==> config.mk <==
export PLATFORM = sky130hd
export DESIGN_NAME = decoder_seq
export DESIGN_NICKNAME = d
export VERILOG_FILES = /design/src/rtl/decoder_seq.sv
export SDC_FILE = /design/constraint.sdc
export NUM_CORES = 1
export LEC_CHECK = 0
export ABC_AREA = 1
export BUFFER_PORTS_ARGS = -buffer_cell sky130_fd_sc_hd__buf_2
export CAP_MARGIN = 0
export CORE_AREA = 10 10 66 68
export CTS_CLUSTER_DIAMETER = 200
export CTS_CLUSTER_SIZE = 12
export DETAILED_ROUTE_END_ITERATION = 6
export DIE_AREA = 0 0 76 78
export GPL_TIMING_DRIVEN = 0
export PLACE_DENSITY = 0.55
export SYNTH_ARGS = -nofsm -noshare
export SYNTH_HDL_FRONTEND = slang
export SYNTH_SLANG_ARGS = --single-unit
==> constraint.sdc <==
create_clock -name clk -period 3 [get_ports clk]
set_input_delay 0 -clock clk [delete_from_list [all_inputs] [get_ports clk]]
set_output_delay 0 -clock clk [all_outputs]
set_load 0.005 [all_outputs]
==> src/rtl/decoder_seq.sv <==
// decoder_seq -- sequenced one-cold decoder.
//   An accepted request drives y_n[addr] low for HOLD cycles. The selects then
//   sit all-high for GAP cycles before the next request can be taken.
//   Optional scan feature: macro DECODER_SEQ_SCAN_EN (disabled by default).
//   When enabled, the decoder walks every address in order.
// Ports:
//   clk, rst_n      clock, asynchronous active-low reset
//   req_valid/addr  decode request, accepted when req_ready is high
//   req_ready       high only in IDLE
//   y_n             registered, active-low, one-cold selects (2**AW bits)
//   busy            high whenever the state is not IDLE
//   done            one-cycle pulse on the last cycle of each HOLD window
//   scan_start      (scan build) starts a full-address scan from IDLE
//   scan_done       (scan build) pulses with the done of the last address
module decoder_seq #(
  parameter int AW   = 3,
  parameter int HOLD = 2,
  parameter int GAP  = 1
) (
  input  logic                 clk,
  input  logic                 rst_n,
  input  logic                 req_valid,
  input  logic [AW-1:0]        req_addr,
  output logic                 req_ready,
  output logic [(1<<AW)-1:0]   y_n,
  output logic                 busy,
  output logic                 done
`ifdef DECODER_SEQ_SCAN_EN
  ,
  input  logic                 scan_start,
  output logic                 scan_done
`endif
);
  localparam int           N         = 1 << AW;
  localparam logic [N-1:0] ONE       = N'(1);
  localparam logic [7:0]   HOLD_LAST = 8'(HOLD - 1);
  localparam logic [7:0]   GAP_LAST  = 8'(GAP - 1);  // only used when GAP > 0

  typedef enum logic [2:0] {
    S_IDLE,
    S_ACTIVE,
    S_GAP
`ifdef DECODER_SEQ_SCAN_EN
    , S_SCAN_ACTIVE,
    S_SCAN_GAP
`endif
  } state_t;

  state_t        state_q, state_d;
  logic [7:0]    cnt_q, cnt_d;
  logic [AW-1:0] addr_q, addr_d;
  logic [N-1:0]  y_d;
  logic [AW-1:0] addr_nx;
  logic          last_addr;

  function automatic logic [N-1:0] sel_n(input logic [AW-1:0] a);
    sel_n = ~(ONE << a);
  endfunction

  assign addr_nx   = addr_q + 1'b1;
  assign last_addr = (addr_q == '1);
  assign req_ready = (state_q == S_IDLE);
  assign busy      = (state_q != S_IDLE);

  always_ff @(posedge clk or negedge rst_n) begin
    if (!rst_n) begin
      state_q <= S_IDLE;
      cnt_q   <= '0;
      addr_q  <= '0;
      y_n     <= '1;
    end else begin
      state_q <= state_d;
      cnt_q   <= cnt_d;
      addr_q  <= addr_d;
      y_n     <= y_d;
    end
  end

  // The next value of y_n is computed alongside the next state. This keeps the
  // selects flop-driven and lets them change on the same edge as the state.
  always_comb begin
    state_d = state_q;
    cnt_d   = cnt_q;
    addr_d  = addr_q;
    y_d     = y_n;
    done    = 1'b0;
`ifdef DECODER_SEQ_SCAN_EN
    scan_done = 1'b0;
`endif
    case (state_q)
      S_IDLE: begin
`ifdef DECODER_SEQ_SCAN_EN
        // scan_start has priority; a concurrent request stays pending
        if (scan_start) begin
          state_d = S_SCAN_ACTIVE;
          addr_d  = '0;
          cnt_d   = '0;
          y_d     = sel_n('0);
        end else
`endif
        if (req_valid) begin
          state_d = S_ACTIVE;
          addr_d  = req_addr;
          cnt_d   = '0;
          y_d     = sel_n(req_addr);
        end
      end
      S_ACTIVE: begin
        if (cnt_q == HOLD_LAST) begin
          done  = 1'b1;
          cnt_d = '0;
          y_d   = '1;
          if (GAP > 0) state_d = S_GAP;
          else         state_d = S_IDLE;
        end else begin
          cnt_d = cnt_q + 8'd1;
        end
      end
      S_GAP: begin
        if (cnt_q == GAP_LAST) begin
          state_d = S_IDLE;
          cnt_d   = '0;
        end else begin
          cnt_d = cnt_q + 8'd1;
        end
      end
`ifdef DECODER_SEQ_SCAN_EN
      S_SCAN_ACTIVE: begin
        if (cnt_q == HOLD_LAST) begin
          done      = 1'b1;
          scan_done = last_addr;
          cnt_d     = '0;
          if (GAP > 0) begin
            state_d = S_SCAN_GAP;
            y_d     = '1;
          end else if (last_addr) begin
            state_d = S_IDLE;
            y_d     = '1;
          end else begin
            // no gap: hand the select straight to the next address
            addr_d = addr_nx;
            y_d    = sel_n(addr_nx);
          end
        end else begin
          cnt_d = cnt_q + 8'd1;
        end
      end
      S_SCAN_GAP: begin
        if (cnt_q == GAP_LAST) begin
          cnt_d = '0;
          // the scan ends in IDLE; it does not wrap back to address 0
          if (last_addr) begin
            state_d = S_IDLE;
          end else begin
            state_d = S_SCAN_ACTIVE;
            addr_d  = addr_nx;
            y_d     = sel_n(addr_nx);
          end
        end else begin
          cnt_d = cnt_q + 8'd1;
        end
      end
`endif
      default: begin
        state_d = S_IDLE;
        cnt_d   = '0;
        y_d     = '1;
      end
    endcase
  end
endmodule

==> flow_metrics.py <==
metrics = {
    "status": {
        "status": "complete, no violations",
    },
    "timing": {
        "setup_viol": 0,
        "timing.final.crit_share": 0.5313,
        "hold-worst-slack_ns": 0.03652,
        "min_period_ns": 1.594,
        "fin_tns_setup_ns": 0,
        "slew-limit-headroom": 0.7167,
        "tightest_slew_ns": 0.4250,
        "maxClockFrequency_ghz": 0.6274,
        "drv_slew": 0,
        "skew_ns": 0.0004384,
        "rsz0062_at_grt": "false",
        "hold_viol_final": 0,
    },
    "detailed_routing": {
        "vias": 974,
        "routed_via_density": 4.573,
        "drt_first_pass_iters": 4,
        "routed_wirelength_um": 2428,
        "wire_per_inst_um": 11.40,
        "drc_errors": 0,
        "ant_nets": 0,
        "drt_iter0_drc": 77,
    },
    "global_routing": {
        "grt_pass1_wl_um": 4257,
        "grt_pass1_vias": 966,
        "grt_antenna_before_repair": 0,
        "overflow": 0,
        "grt_max_degree": 19,
        "track_usage": 0.08503,
    },
    "clock_tree": {
        "clock-root-buffer": "clkbuf_4",
        "clock_path_buffers": 2,
        "ctsResizeCount": 0,
        "numCtsBuffers": 3,
        "path_clk_slew_ns": 0.11,
        "cts_sinks": 18,
        "cts_tree": "yes",
        "h-tree-depth": 1,
        "clk_latency_ns": 0.30,
    },
    "yosys": {
        "syn_nets": 157,
        "synth_cell_types": 21,
        "avgSynthCellArea_um2": 7.913,
        "seq_area_frac_synth": 0.4013,
        "yosysWarnings": 0,
        "syn-cell-area_mm2": 0.001147,
        "yosys.area.top_type": "dfrtp_1",
        "synth-seq-cells": 18,
        "synth_top_cell_area_share": 0.2181,
        "synth.area.top_cells": "dfrtp_1, dfstp_2, nand2_1, ha_1, o21ai_2",
        "netlist_instances": 145,
    },
    "floorplanning": {
        "placementRows": 21,
        "die_x_um": 76,
        "pin_count": 17,
        "core_area_mm2": 0.003179,
        "die_area_mm2": 0.005928,
        "die_h_um": 78,
        "start_util": 0.3609,
    },
    "min_path": {
        "hold_path_depth": 4,
        "worstHoldEndpoint": "y_n[7]",
        "hold_class": "input port to register",
        "worstHoldStart": "req_addr[0]",
    },
    "place": {
        "gp_congestion": 0.8040,
        "dp.cells": 207,
        "port_buffers": 16,
        "dpl.hpwl_um": 1906,
        "placed_cell_area_mm2": 0.001285,
    },
    "power": {
        "power_switching_w": 0.0004976,
        "seqPwrFrac": 0.343,
        "intPower_w": 0.0006744,
        "clkPwrFrac": 0.135,
        "leakagePower_nw": 0.6943,
        "power.density_mw_per_mm2": 873.8,
        "ir_worst_vdd_v": 0.0005716,
        "share_comb_of_total_power": 0.522,
        "sw_frac_of_total": 0.4246,
    },
    "critical_path": {
        "cp-start-kind": "register",
        "cp-end-kind": "register",
        "critical_path_buf_inv_count": 4,
        "worstPathRequired_ns": 3.20,
        "worst_r2r_startpoint": "state_q[0]",
        "max_stage_delay_ns": 0.41,
        "worstPathArrival_ns": 1.79,
        "cpMaxStageDelayCell": "dfrtp_1",
        "crit_fanout": 9,
        "r2r-end": "cnt_q[0]",
        "critPathKind": "register to register",
        "reg2reg_depth": 9,
        "worst-r2r-setup-slack_ns": 1.41,
        "path_cells": "inv_1 -> ha_1 -> inv_2 -> nor2_4 -> inv_2 -> nand2_1 -> inv_1 -> nand3_1 -> o21ai_0",
        "path_delay_family": "flip-flops",
    },
    "layout": {
        "fin_cells": 213,
        "area_growth_pct": 16.90,
        "fin_area_mm2": 0.001341,
        "regArea_um2": 460.4,
        "final.fill_count": 333,
        "nets": 180,
        "multi_input_area_um2": 591.8,
        "n_antenna_cell": 0,
        "layout_common_cells": "nand2_1, buf_2, inv_1, nor2_1, nand3_1",
        "layout_commonest_cell": "nand2_1",
        "drive_gt1_frac": 0.3293,
    },
    "run": {
        "cap_viol_max_count": 0,
    },
}
## layer usage
metal  wire [um]  track usage  vias up
met1        1091       0.1017      445
met3         116      0.01728        4
li1            -            -      502
met5           0            0        -
met2        1196       0.1454       23
met4          24      0.03409        0
## sequential cells by signal, summed over array words and instances, names as in the netlist
register / count
cnt_q: 8
state_q: 2
y_n: 8
## worst min-delay path, cell delays in order
cell     delay [ns]
buf_2          0.10
nand2_1        0.06
nor2_1         0.12
o21ai_2        0.07
## what timing repair did
action / 4_1_cts / 5_1_grt
hold buffers: 2 / 0
endpoints found under the hold margin: 23 / 0
setup buffers: 0 / 0
## worst max path at each step
| stage | start | endpoint | slack (ns) | depth (start not counted) |
|---|---|---|---|---|
| 2_1_floorplan | state_q[0] | cnt_q[0] | 1.63 | 9 |
| 3_3_place_gp | state_q[0] | cnt_q[0] | 1.43 | 9 |
| 3_5_place_dp | state_q[0] | cnt_q[0] | 1.42 | 9 |
| 4_1_cts | state_q[0] | cnt_q[0] | 1.39 | 9 |
| 5_1_grt | state_q[0] | cnt_q[1] | 1.28 | 9 |
| 6_report | state_q[0] | cnt_q[0] | 1.41 | 9 |
## power by group through the flow
| stage | logic, W | clock network, W | registers [W] |
|---|---|---|---|
| floorplan | 0.000441 | 0 | 0.000409 |
| global placement | 0.000611 | 0 | 0.000404 |
| detailed placement | 0.000625 | 0 | 0.000407 |
| CTS | 0.000630 | 0.000166 | 0.000402 |
| global route | 0.000690 | 0.000172 | 0.000412 |
| finish | 0.000612 | 0.000158 | 0.000402 |
## Yosys cell counts
cell type	number
nor2_2	2
inv_2	6
ha_1	6
nand2_2	4
nand3_1	11
o21ai_2	8
nor2_1	14
buf_12	1
o211a_1	1
nand2_4	3
nor2_4	2
nand2_1	42
dfrtp_1	10
inv_1	14
nor3_1	2
o21ai_0	5
xor2_1	1
o2111ai_1	1
nand4_1	3
dfstp_2	8
or2_2	1
## per-stage QoR
stage                     total power, W  setup WS [ns]  utilization
final                           0.001172          1.406       0.4219
after global routing            0.001273          1.280       0.4219
after CTS                       0.001198          1.394       0.4219
after detailed placement        0.001031          1.419       0.4042
after global placement          0.001015          1.432       0.4042
after floorplan                0.0008495          1.630            -
## logic make-up after synthesis
kind of cell | after synthesis | synth area share
fa+ha+maj | 6 | 0.06543
flops | 18 | 0.4013
buf+inv | 21 | 0.08288
xor+xnor | 1 | 0.007635
compound gates | 15 | 0.09924
simple gates | 84 | 0.3435
## layout make-up
| cell class | count | share of cell area |
|---|---|---|
| Tap cell | 46 | 0.04291 |
| Timing Repair Buffer | 18 | 0.07463 |
| Buffer | 1 | 0.01493 |
| Clock buffer | 4 | 0.02705 |
| Multi-Input combinational cell | 106 | 0.4412 |
| Sequential cell | 18 | 0.3433 |
| Inverter | 20 | 0.05597 |
(Power assumes the default switching activity.)
